<file path="src/rtl/alu_reservation_station_pkg.sv">
// Shared widths, opcode encodings and entry/operand types for the ALU reservation station.
// The station passes opcodes through untouched; the encodings are here so benches and neighbours agree.
package alu_reservation_station_pkg;

  localparam int RS_SIZE    = 16;
  localparam int IDX_WIDTH  = 4;
  localparam int TAG_WIDTH  = 4;
  localparam int DATA_WIDTH = 32;
  localparam int OP_WIDTH   = 6;
  localparam int PC_WIDTH   = 32;

  typedef enum logic [OP_WIDTH-1:0] {
    OP_NOP = 6'd0,
    OP_LUI, OP_AUIPC, OP_JAL, OP_JALR,
    OP_BEQ, OP_BNE, OP_BLT, OP_BGE, OP_BLTU, OP_BGEU,
    OP_LB, OP_LH, OP_LW, OP_LBU, OP_LHU, OP_SB, OP_SH, OP_SW,
    OP_ADDI, OP_SLTI, OP_SLTIU, OP_XORI, OP_ORI, OP_ANDI, OP_SLLI, OP_SRLI, OP_SRAI,
    OP_ADD, OP_SUB, OP_SLL, OP_SLT, OP_SLTU, OP_XOR, OP_SRL, OP_SRA, OP_OR, OP_AND
  } alu_op_e;

  typedef struct packed {
    logic [OP_WIDTH-1:0]   op;
    logic [DATA_WIDTH-1:0] v1;
    logic [TAG_WIDTH-1:0]  q1;
    logic                  r1;
    logic [DATA_WIDTH-1:0] v2;
    logic [TAG_WIDTH-1:0]  q2;
    logic                  r2;
    logic [DATA_WIDTH-1:0] imm;
    logic [PC_WIDTH-1:0]   pc;
    logic [TAG_WIDTH-1:0]  tag;
  } rs_entry_t;

  typedef struct packed {
    logic                  ready;
    logic [DATA_WIDTH-1:0] value;
  } operand_t;

  // Resolve one operand against both CDBs; an already-ready operand is returned unchanged.
  function automatic operand_t snoop_operand(
    input logic                  ready,
    input logic [DATA_WIDTH-1:0] value,
    input logic [TAG_WIDTH-1:0]  q,
    input logic                  alu_valid,
    input logic [TAG_WIDTH-1:0]  alu_tag,
    input logic [DATA_WIDTH-1:0] alu_data,
    input logic                  lsb_valid,
    input logic [TAG_WIDTH-1:0]  lsb_tag,
    input logic [DATA_WIDTH-1:0] lsb_data
  );
    operand_t res;
    res.ready = ready;
    res.value = value;
    if (!ready) begin
      if (alu_valid && alu_tag == q) begin
        res.ready = 1'b1;
        res.value = alu_data;
      end else if (lsb_valid && lsb_tag == q) begin
        res.ready = 1'b1;
        res.value = lsb_data;
      end
    end
    return res;
  endfunction

endpackage

</file>
<file path="src/rtl/rs_priority_picker.sv">
// Lowest-index-first picker: reports whether any request bit is set and the index of the lowest one.
module rs_priority_picker
  import alu_reservation_station_pkg::*;
#(
  parameter int N = RS_SIZE,
  parameter int W = IDX_WIDTH
) (
  input  logic [N-1:0] req,
  output logic         found,
  output logic [W-1:0] idx
);

  always_comb begin
    // NOTE: every output gets a default before the loop, so no latch is inferred when req is zero.
    found = |req;
    idx   = '0;
    for (int i = N - 1; i >= 0; i--) begin
      if (req[i]) idx = W'(i);
    end
  end

endmodule

</file>
<file path="src/rtl/alu_reservation_station.sv">
// ALU reservation station: buffers dispatched instructions, wakes operands from both CDBs,
// and issues the lowest-index ready entry to the ALU each cycle. Flush discards everything.
module alu_reservation_station
  import alu_reservation_station_pkg::*;
(
  input  logic                  clk,
  input  logic                  rst,
  input  logic                  valid_from_dsp,
  input  logic [OP_WIDTH-1:0]   op_from_dsp,
  input  logic [DATA_WIDTH-1:0] v1_from_dsp,
  input  logic [TAG_WIDTH-1:0]  q1_from_dsp,
  input  logic                  q1_busy_from_dsp,
  input  logic [DATA_WIDTH-1:0] v2_from_dsp,
  input  logic [TAG_WIDTH-1:0]  q2_from_dsp,
  input  logic                  q2_busy_from_dsp,
  input  logic [DATA_WIDTH-1:0] imm_from_dsp,
  input  logic [PC_WIDTH-1:0]   pc_from_dsp,
  input  logic [TAG_WIDTH-1:0]  tag_from_dsp,
  input  logic                  alu_cdb_valid,
  input  logic [TAG_WIDTH-1:0]  alu_cdb_tag,
  input  logic [DATA_WIDTH-1:0] alu_cdb_data,
  input  logic                  lsb_cdb_valid,
  input  logic [TAG_WIDTH-1:0]  lsb_cdb_tag,
  input  logic [DATA_WIDTH-1:0] lsb_cdb_data,
  input  logic                  flush_from_rob,
  output logic                  full_to_dsp,
  output logic [OP_WIDTH-1:0]   op_to_alu,
  output logic [DATA_WIDTH-1:0] v1_to_alu,
  output logic [DATA_WIDTH-1:0] v2_to_alu,
  output logic [DATA_WIDTH-1:0] imm_to_alu,
  output logic [PC_WIDTH-1:0]   pc_to_alu,
  output logic [TAG_WIDTH-1:0]  tag_to_alu,
  output logic                  is_empty_to_alu
);

  logic [RS_SIZE-1:0]   busy_q;
  logic [RS_SIZE-1:0]   ready_vec;
  rs_entry_t            entry_q [RS_SIZE];

  logic                 free_found;
  logic [IDX_WIDTH-1:0] free_idx;
  logic                 issue_found;
  logic [IDX_WIDTH-1:0] issue_idx;
  logic                 do_dispatch;
  logic                 do_issue;

  operand_t             new_op1;
  operand_t             new_op2;
  rs_entry_t            new_entry;

  always_comb begin
    ready_vec = '0;
    for (int i = 0; i < RS_SIZE; i++) begin
      ready_vec[i] = busy_q[i] & entry_q[i].r1 & entry_q[i].r2;
    end
  end

  rs_priority_picker #(.N(RS_SIZE), .W(IDX_WIDTH)) u_free_picker (
    .req   (~busy_q),
    .found (free_found),
    .idx   (free_idx)
  );

  rs_priority_picker #(.N(RS_SIZE), .W(IDX_WIDTH)) u_issue_picker (
    .req   (ready_vec),
    .found (issue_found),
    .idx   (issue_idx)
  );

  assign full_to_dsp = ~free_found;
  assign do_dispatch = valid_from_dsp & ~full_to_dsp & ~flush_from_rob;
  assign do_issue    = issue_found & ~flush_from_rob;

  // Dispatch-time bypass: an operand whose producer broadcasts this very cycle is stored ready.
  always_comb begin
    new_op1 = snoop_operand(~q1_busy_from_dsp, v1_from_dsp, q1_from_dsp,
                            alu_cdb_valid, alu_cdb_tag, alu_cdb_data,
                            lsb_cdb_valid, lsb_cdb_tag, lsb_cdb_data);
    new_op2 = snoop_operand(~q2_busy_from_dsp, v2_from_dsp, q2_from_dsp,
                            alu_cdb_valid, alu_cdb_tag, alu_cdb_data,
                            lsb_cdb_valid, lsb_cdb_tag, lsb_cdb_data);
    new_entry     = '0;
    new_entry.op  = op_from_dsp;
    new_entry.v1  = new_op1.value;
    new_entry.q1  = q1_from_dsp;
    new_entry.r1  = new_op1.ready;
    new_entry.v2  = new_op2.value;
    new_entry.q2  = q2_from_dsp;
    new_entry.r2  = new_op2.ready;
    new_entry.imm = imm_from_dsp;
    new_entry.pc  = pc_from_dsp;
    new_entry.tag = tag_from_dsp;
  end

  // The issued slot is busy and the dispatch slot is free, so the two updates never collide.
  always_ff @(posedge clk or negedge rst) begin
    if (!rst) begin
      // NOTE: sequential state uses non-blocking assignments so every flop samples pre-edge values.
      busy_q <= '0;
    end else if (flush_from_rob) begin
      busy_q <= '0;
    end else begin
      if (do_issue)    busy_q[issue_idx] <= 1'b0;
      if (do_dispatch) busy_q[free_idx]  <= 1'b1;
    end
  end

  // NOTE: entry payload is not reset; it is only observed while its busy bit is set.
  always_ff @(posedge clk) begin
    for (int i = 0; i < RS_SIZE; i++) begin
      if (do_dispatch && free_idx == IDX_WIDTH'(i)) begin
        entry_q[i] <= new_entry;
      end else if (busy_q[i]) begin
        entry_q[i].r1 <= snoop_operand(entry_q[i].r1, entry_q[i].v1, entry_q[i].q1,
                                       alu_cdb_valid, alu_cdb_tag, alu_cdb_data,
                                       lsb_cdb_valid, lsb_cdb_tag, lsb_cdb_data).ready;
        entry_q[i].v1 <= snoop_operand(entry_q[i].r1, entry_q[i].v1, entry_q[i].q1,
                                       alu_cdb_valid, alu_cdb_tag, alu_cdb_data,
                                       lsb_cdb_valid, lsb_cdb_tag, lsb_cdb_data).value;
        entry_q[i].r2 <= snoop_operand(entry_q[i].r2, entry_q[i].v2, entry_q[i].q2,
                                       alu_cdb_valid, alu_cdb_tag, alu_cdb_data,
                                       lsb_cdb_valid, lsb_cdb_tag, lsb_cdb_data).ready;
        entry_q[i].v2 <= snoop_operand(entry_q[i].r2, entry_q[i].v2, entry_q[i].q2,
                                       alu_cdb_valid, alu_cdb_tag, alu_cdb_data,
                                       lsb_cdb_valid, lsb_cdb_tag, lsb_cdb_data).value;
      end
    end
  end

  // Issue register: fields hold their last value whenever nothing issues.
  always_ff @(posedge clk or negedge rst) begin
    if (!rst) begin
      op_to_alu       <= '0;
      v1_to_alu       <= '0;
      v2_to_alu       <= '0;
      imm_to_alu      <= '0;
      pc_to_alu       <= '0;
      tag_to_alu      <= '0;
      is_empty_to_alu <= 1'b1;
    end else if (do_issue) begin
      op_to_alu       <= entry_q[issue_idx].op;
      v1_to_alu       <= entry_q[issue_idx].v1;
      v2_to_alu       <= entry_q[issue_idx].v2;
      imm_to_alu      <= entry_q[issue_idx].imm;
      pc_to_alu       <= entry_q[issue_idx].pc;
      tag_to_alu      <= entry_q[issue_idx].tag;
      is_empty_to_alu <= 1'b0;
    end else begin
      is_empty_to_alu <= 1'b1;
    end
  end

endmodule
</file>
<file path="config.mk">
export PLATFORM = sky130hd
export DESIGN_NAME = alu_reservation_station
export DESIGN_NICKNAME = d
export VERILOG_FILES = /design/src/rtl/alu_reservation_station_pkg.sv /design/src/rtl/rs_priority_picker.sv /design/src/rtl/alu_reservation_station.sv
export SDC_FILE = /design/constraint.sdc
export NUM_CORES = 2
export LEC_CHECK = 0
export ABC_AREA = 1
export CAP_MARGIN = 0
export CORE_MARGIN = 3
export CORE_UTILIZATION = 32
export CTS_BUF_LIST = sky130_fd_sc_hd__clkbuf_8
export DETAILED_ROUTE_END_ITERATION = 8
export HOLD_SLACK_MARGIN = 0.05
export PLACE_DENSITY = 0.52
export RECOVER_POWER = 50
export SETUP_SLACK_MARGIN = 0.02
export SLEW_MARGIN = 10
export SYNTH_ARGS = -nofsm -noshare
export SYNTH_HDL_FRONTEND = slang
export SYNTH_SLANG_ARGS = --single-unit
export TNS_END_PERCENT = 20
</file>
<file path="constraint.sdc">
create_clock -name clk -period 8 [get_ports clk]
set_input_delay 0.8 -clock clk [delete_from_list [all_inputs] [get_ports clk]]
set_output_delay 0.8 -clock clk [all_outputs]
set_load 0.01 [all_outputs]
</file>
### Yosys cells after proc, flatten, opt, wreduce, memory -nomap -nowiden

Memories as Yosys holds them, arrays and structs flattened. A register that Yosys moved wholly into a read port is not among the register bits.
Index checks and enable logic that the tools add are counted.

| storage, ports and cells | value |
|---|---|
| flip-flop bits (word level) | 17 |
| latch bits | 0 |
| RAM bits | 2368 |
| ROM bits | 0 |
| bits of input ports | 226 |
| word-level logic and storage cells | 638 |
| memories | 1 |

| operators by class | value |
|---|---|
| $add $sub $neg | 0 |
| $mul | 0 |
| divide/modulo/power cells | 0 |
| magnitude comparators | 4 |
| equal/unequal tests | 83 |
| shift-type cells | 0 |
| mux-type cells | 351 |
| bitwise logic cells | 107 |
| reduce and logical (&&, ||, !) cells | 90 |

Memory list:

| name | depth | bits a word | rd ports | clocked after memory_dff | wr ports | line | text |
|---|---|---|---|---|---|---|---|
| entry_q | 16 | 148 | 17 | 1 | 16 | alu_reservation_station.sv:38 | `rs_entry_t entry_q [RS_SIZE];` |

Operators by type and width:

| cell | number |
|---|---|
| $mux W33 | 166 |
| $mux W32 | 32 |
| $eq A4 B4 Y1 | 68 |
| $mux W4 | 32 |
| $mux W1 | 115 |
| $logic_and A1 B1 Y1 | 86 |
| $mux W16 | 4 |
| $or A1 B1 Y1 | 64 |
| $and A1 B1 Y1 | 35 |
| $eq A4 B4 Y1 const B | 8 |
| $not A16 Y16 | 2 |
| $reduce_or A16 Y1 | 2 |
| $and A16 B16 Y16 | 1 |
| $eq A4 B3 Y1 const B | 4 |
| $or A16 B16 Y16 | 1 |
| $lt A4 B5 Y1 const B | 2 |
| $demux W1 S4 | 2 |
| $eq A4 B2 Y1 const B | 2 |
| $ge A4 B1 Y1 const B | 2 |
| $eq A4 B1 Y1 const B | 1 |
| $logic_not A4 Y1 | 1 |
| $not A1 Y1 | 4 |
| $logic_not A1 Y1 | 1 |

### Longest topological paths before layout

An unclocked memory read counts as a cell.

| logic depth | value |
|---|---|
| depth after elaboration | 30 |
| depth in mapped cells | 26 |
| depth with buffers taken out | 24 |

### Modules after synthesis

A second synthesis with hierarchy kept.

| unflattened totals | value |
|---|---|
| cells, all modules | 13851 |
| area, all modules | 129970.9 µm² |

By module, submodules not included:

| module | times used | cells an instance | area each (µm²) | seq. area each (µm²) |
|---|---|---|---|---|
| alu_reservation_station | 1 | 13753 | 129553.0 | 74988.2 |
| rs_priority_picker | 2 | 49 | 209.0 | 0.0 |

### Worst setup path after synthesis

Ideal clock, no wire load.

| path | value |
|---|---|
| path type | input -> register |
| start point | in alu_cdb_tag[1] |
| end point | mem entry_q[11][100] (netlist name) (enable) |
| arrival time | 4613 ps |
| setup slack | 2921 ps |
| stages | 11 |
| cell sequence | buf_2 inv_2 buf_4 buf_4 o22ai_1 a21oi_1 nand3_1 a21oi_2 inv_1 buf_2 o21ai_0 |

RTL lines:

| element | line | text |
|---|---|---|
| start, declared | alu_reservation_station.sv:20 | `input logic [TAG_WIDTH-1:0] alu_cdb_tag,` |
| end, declared | alu_reservation_station.sv:38 |  |

==> impl_metrics.toml <==
[place]
gp_congestion = 0.889
place_inst = 19200
place_hpwl_mm = 320
portBuffers = 365

[clocking]
post_cts.repair.setup_buffers = 0
clock_sinks = 2523
cts_tree = "built"
clockBufferDepth = 4
htreeDepth = 5
clockRootBuffer = "clkbuf_8"
cts.clk_slew.worst_paths_ns = 0.06
clock_latency_ns = 1.21
cts_inserted_buffers = 457

[sta]
period_share_pct = 87.4
max_freq_ghz = 0.143
fin_skew_ns = 0.193
tns_ns = 0
worst_pin_slew_ns = 4.98
relSlewSlack_pct = -232
final.min_clock_period_ns = 6.99
slew_violations = 740
hold_viol = 0
rsz0062_at_grt = "no"
setup_viol = 0

[logic_synthesis]
ys_ff_latch = 2523
yosys.area_share.simple_pct = 22.8
synthMuxAreaShare_pct = 0
synth_top_family_by_area = "simple AND/OR/NAND/NOR gates"
synth_top_area_cell = "edfxtp_1"
synth_area_sq_um = 131000
synth_area_leaders = "edfxtp_1 54%, nand2_1 10%, nand3_1 6.5%"
ys_warn_count = 0
synth_top_area_share_pct = 54.1
synth.distinct_cells = 42
post-synth-top-count-cell = "nand2_1"
async_flop_share_pct = 6.14
synthFlopType = "edfxtp_1"
synth_edf_count = 2368
synth_area_per_cell_sq_um = 9.03
synthXorXnorAreaFrac_pct = 0.0400
synth_compound_gate_area_share_pct = 13.2
synth_commonest_cells = "3549 x nand2_1, 2368 x edfxtp_1, 1718 x nand3_1"
synth_fa_ha_area_share_pct = 0
synth_seq_area_share_pct = 57.1
synthesis.nets = 14800
netlist_instances = 14600

[power]
total_power_uw = 30200
p_sw_share_pct = 27.4
combPwrFrac_pct = 9.8
p_leak_uw = 0.0523
power_density_nw_per_um2 = 205
p_int_uw = 21900
p_seq_share_pct = 50.4
power.switching_uw = 8280
max-vdd-ir-drop_v = 0.000157
clkPwrFrac_pct = 39.8

[run]
cap_violations = 36

[drt]
first_pass_iters = 9
routed-via-count = 118000
ant_nets = 0
via_per_inst = 5.89
drt_iter0_drc = 15800
drc = 8
routedWlPerCell_um = 29.8
drt-total-wl_mm = 598

[global_route]
grt-ovfl-total = 0
grt_util_all_layers_pct = 27.6
grt_antenna_before_repair = 75
grt_pass1_vias = 110000
grt_pass1_wl_mm = 837
grt_max_degree = 197

[floorplan]
die_h_um = 647
pin_count = 366
start_util_pct = 32.2
die_area_sq_um = 418000
row_count = 234
fp.dieW_um = 647
coreArea_sq_um = 408000

[worst_hold_path]
min_from = "lsb_cdb_data[23]"
holdPathEnd = "entry_q[8][96]$_DFFE_PP_"
holdPathStages = 4
hp-class = "input port to flop"

[finish]
drive_above_1_share_pct = 7.16
multi_input_area_sq_um = 47700
syn_to_final_growth_pct = 12.1
fillers = 41200
seqCellArea_sq_um = 75000
finalNetCount = 14400
layout.core_utilization_pct = 36.1
fin_cells = 20000

[setup_path]
crit_family = "buffers and inverters"
cpPeakStageDelay_ns = 1.65
worstSetupEndpointType = "flop"
crit_path_start_kind = "input port"
cp_max_fo = 30
cp_data_required_time_ns = 8.78
critPathMostFrequentCell = "clkbuf_1"
r2r-start = "busy_q[11]$_DFF_PN0_"
reg2reg_depth = 13
timing.rr.end = "entry_q[11][74]$_DFFE_PP_"
cp_cell_sequence = "dlygate4sd3_1, or2_0, a221oi_1, nand3_1, clkbuf_1, clkinv_1, clkbuf_1, nor3_1, clkbuf_1, o21ai_0"
rrSetupSlack_ns = 1.33
worstSetupPathType = "input port to flop"
cp_slowest_cell = "clkbuf_1"
worstPathArrival_ns = 7.77
cp_num_buf_inv = 5

[status]
outcome = "finished, violations left"
violations = "design-rule violations, max-capacitance violations, max-slew violations"
[placed cells by master, fill, tap and decap left out, types with 46 or more instances in the layout]
cell type        count
o21ai_0           1675
nand3_1           1715
nand4_1            830
nor2_1             433
nand2_1           3521
o211ai_1           565
dlygate4sd3_1      221
a221oi_1            62
clkinv_1            84
clkdlybuf4s50_1    116
dfrtp_1            154
nand3b_1           138
inv_1              858
edfxtp_1          2368
inv_2               46
o22ai_1            118
a21oi_1            532
clkbuf_8           503
buf_4              273
[power groups by stage]
stage               combinational, uW  clock [uW]  sequential [uW]
finish                           2950       12000            15200
floorplan                        1260           0            15400
detailed placement               3010           0            15500
global placement                 2980           0            15500
CTS                              3020       12200            15200
global route                     3180       12700            15200
[layout make-up]
class	instances	share of cell area, %
Multi-Input combinational cell	9776	32.4
Inverter	740	1.98
Timing Repair Buffer	699	4.19
Sequential cell	2523	50.9
Clock buffer	503	4.70
Clock inverter	343	1.19
Tap cell	5428	4.61
Antenna cell	35	0.0595
[flip-flops by register name (all words and copies together) (netlist names)]
name and flops:
entry_q 2368, imm_to_alu 32, pc_to_alu 32, v1_to_alu 32
v2_to_alu 32, busy_q 16, op_to_alu 6, tag_to_alu 4
is_empty_to_alu 1
[routing by layer]
layer  up-vias  GRT usage, %  share of wire, %
met1     57400          36.4                40
met4        28          13.5               5.5
met3      1692          7.18                12
met5         -        0.0686             0.031
li1      51300             -                 -
met2      7649          42.0                43
[how the worst max path moves through the flow]
stage                          from                    endpoint  depth (start not counted)
3_3_place_gp   busy_q[15]$_DFF_PN0_   v2_to_alu[28]$_DFFE_PN0P_                         24
2_1_floorplan        alu_cdb_tag[1]  entry_q[11][100]$_DFFE_PP_                         11
3_5_place_dp   busy_q[15]$_DFF_PN0_   v2_to_alu[28]$_DFFE_PN0P_                         24
5_1_grt              q2_from_dsp[1]    entry_q[4][76]$_DFFE_PP_                         15
6_report             q1_from_dsp[2]   entry_q[5][105]$_DFFE_PP_                         10
4_1_cts        busy_q[15]$_DFF_PN0_   v2_to_alu[28]$_DFFE_PN0P_                         24
[worst reg2reg max path, stage by stage (launching register included)]
cell,delay (ns)
dfrtp_1,0.62
clkinvlp_2,1.45
buf_4,0.85
nor4_1,0.51
inv_1,0.08
nor2_1,0.14
nand2_1,0.12
nand3_1,0.11
inv_1,0.09
nand2_1,0.08
nor2_1,0.08
nand2_1,0.63
o21ai_0,0.93
buf_4,0.59
[kinds of logic after synthesis]
kind of cell | count (synthesis)
XOR/XNOR | 6
flip-flops | 2523
buffers and inverters | 2252
AND/OR/NAND/NOR | 6704
AO/OA/AOI/OAI | 3066
[repair_timing]
| item | 4_1_cts | 5_1_grt |
|---|---|---|
| resized for setup | 0 | 0 |
| hold endpoints to repair | 51 | 0 |
| hold buffers | 1 | 0 |
| endpoints found under the setup margin | 0 | 0 |
[per-stage QoR]
| step | worst slack, ns | hold slack (ns) | area (sq um) |
|---|---|---|---|
| floorplan | 2.92 | 0.504 | 131000 |
| global placement | 2.07 | 0.489 | 139000 |
| detailed placement | 2.07 | 0.501 | 139000 |
| CTS | 2.05 | 0.172 | 147000 |
| global route | 0.874 | 0.429 | 147000 |
| finish | 1.01 | 0.450 | 147000 |
Power figures use the tool's default switching activity.
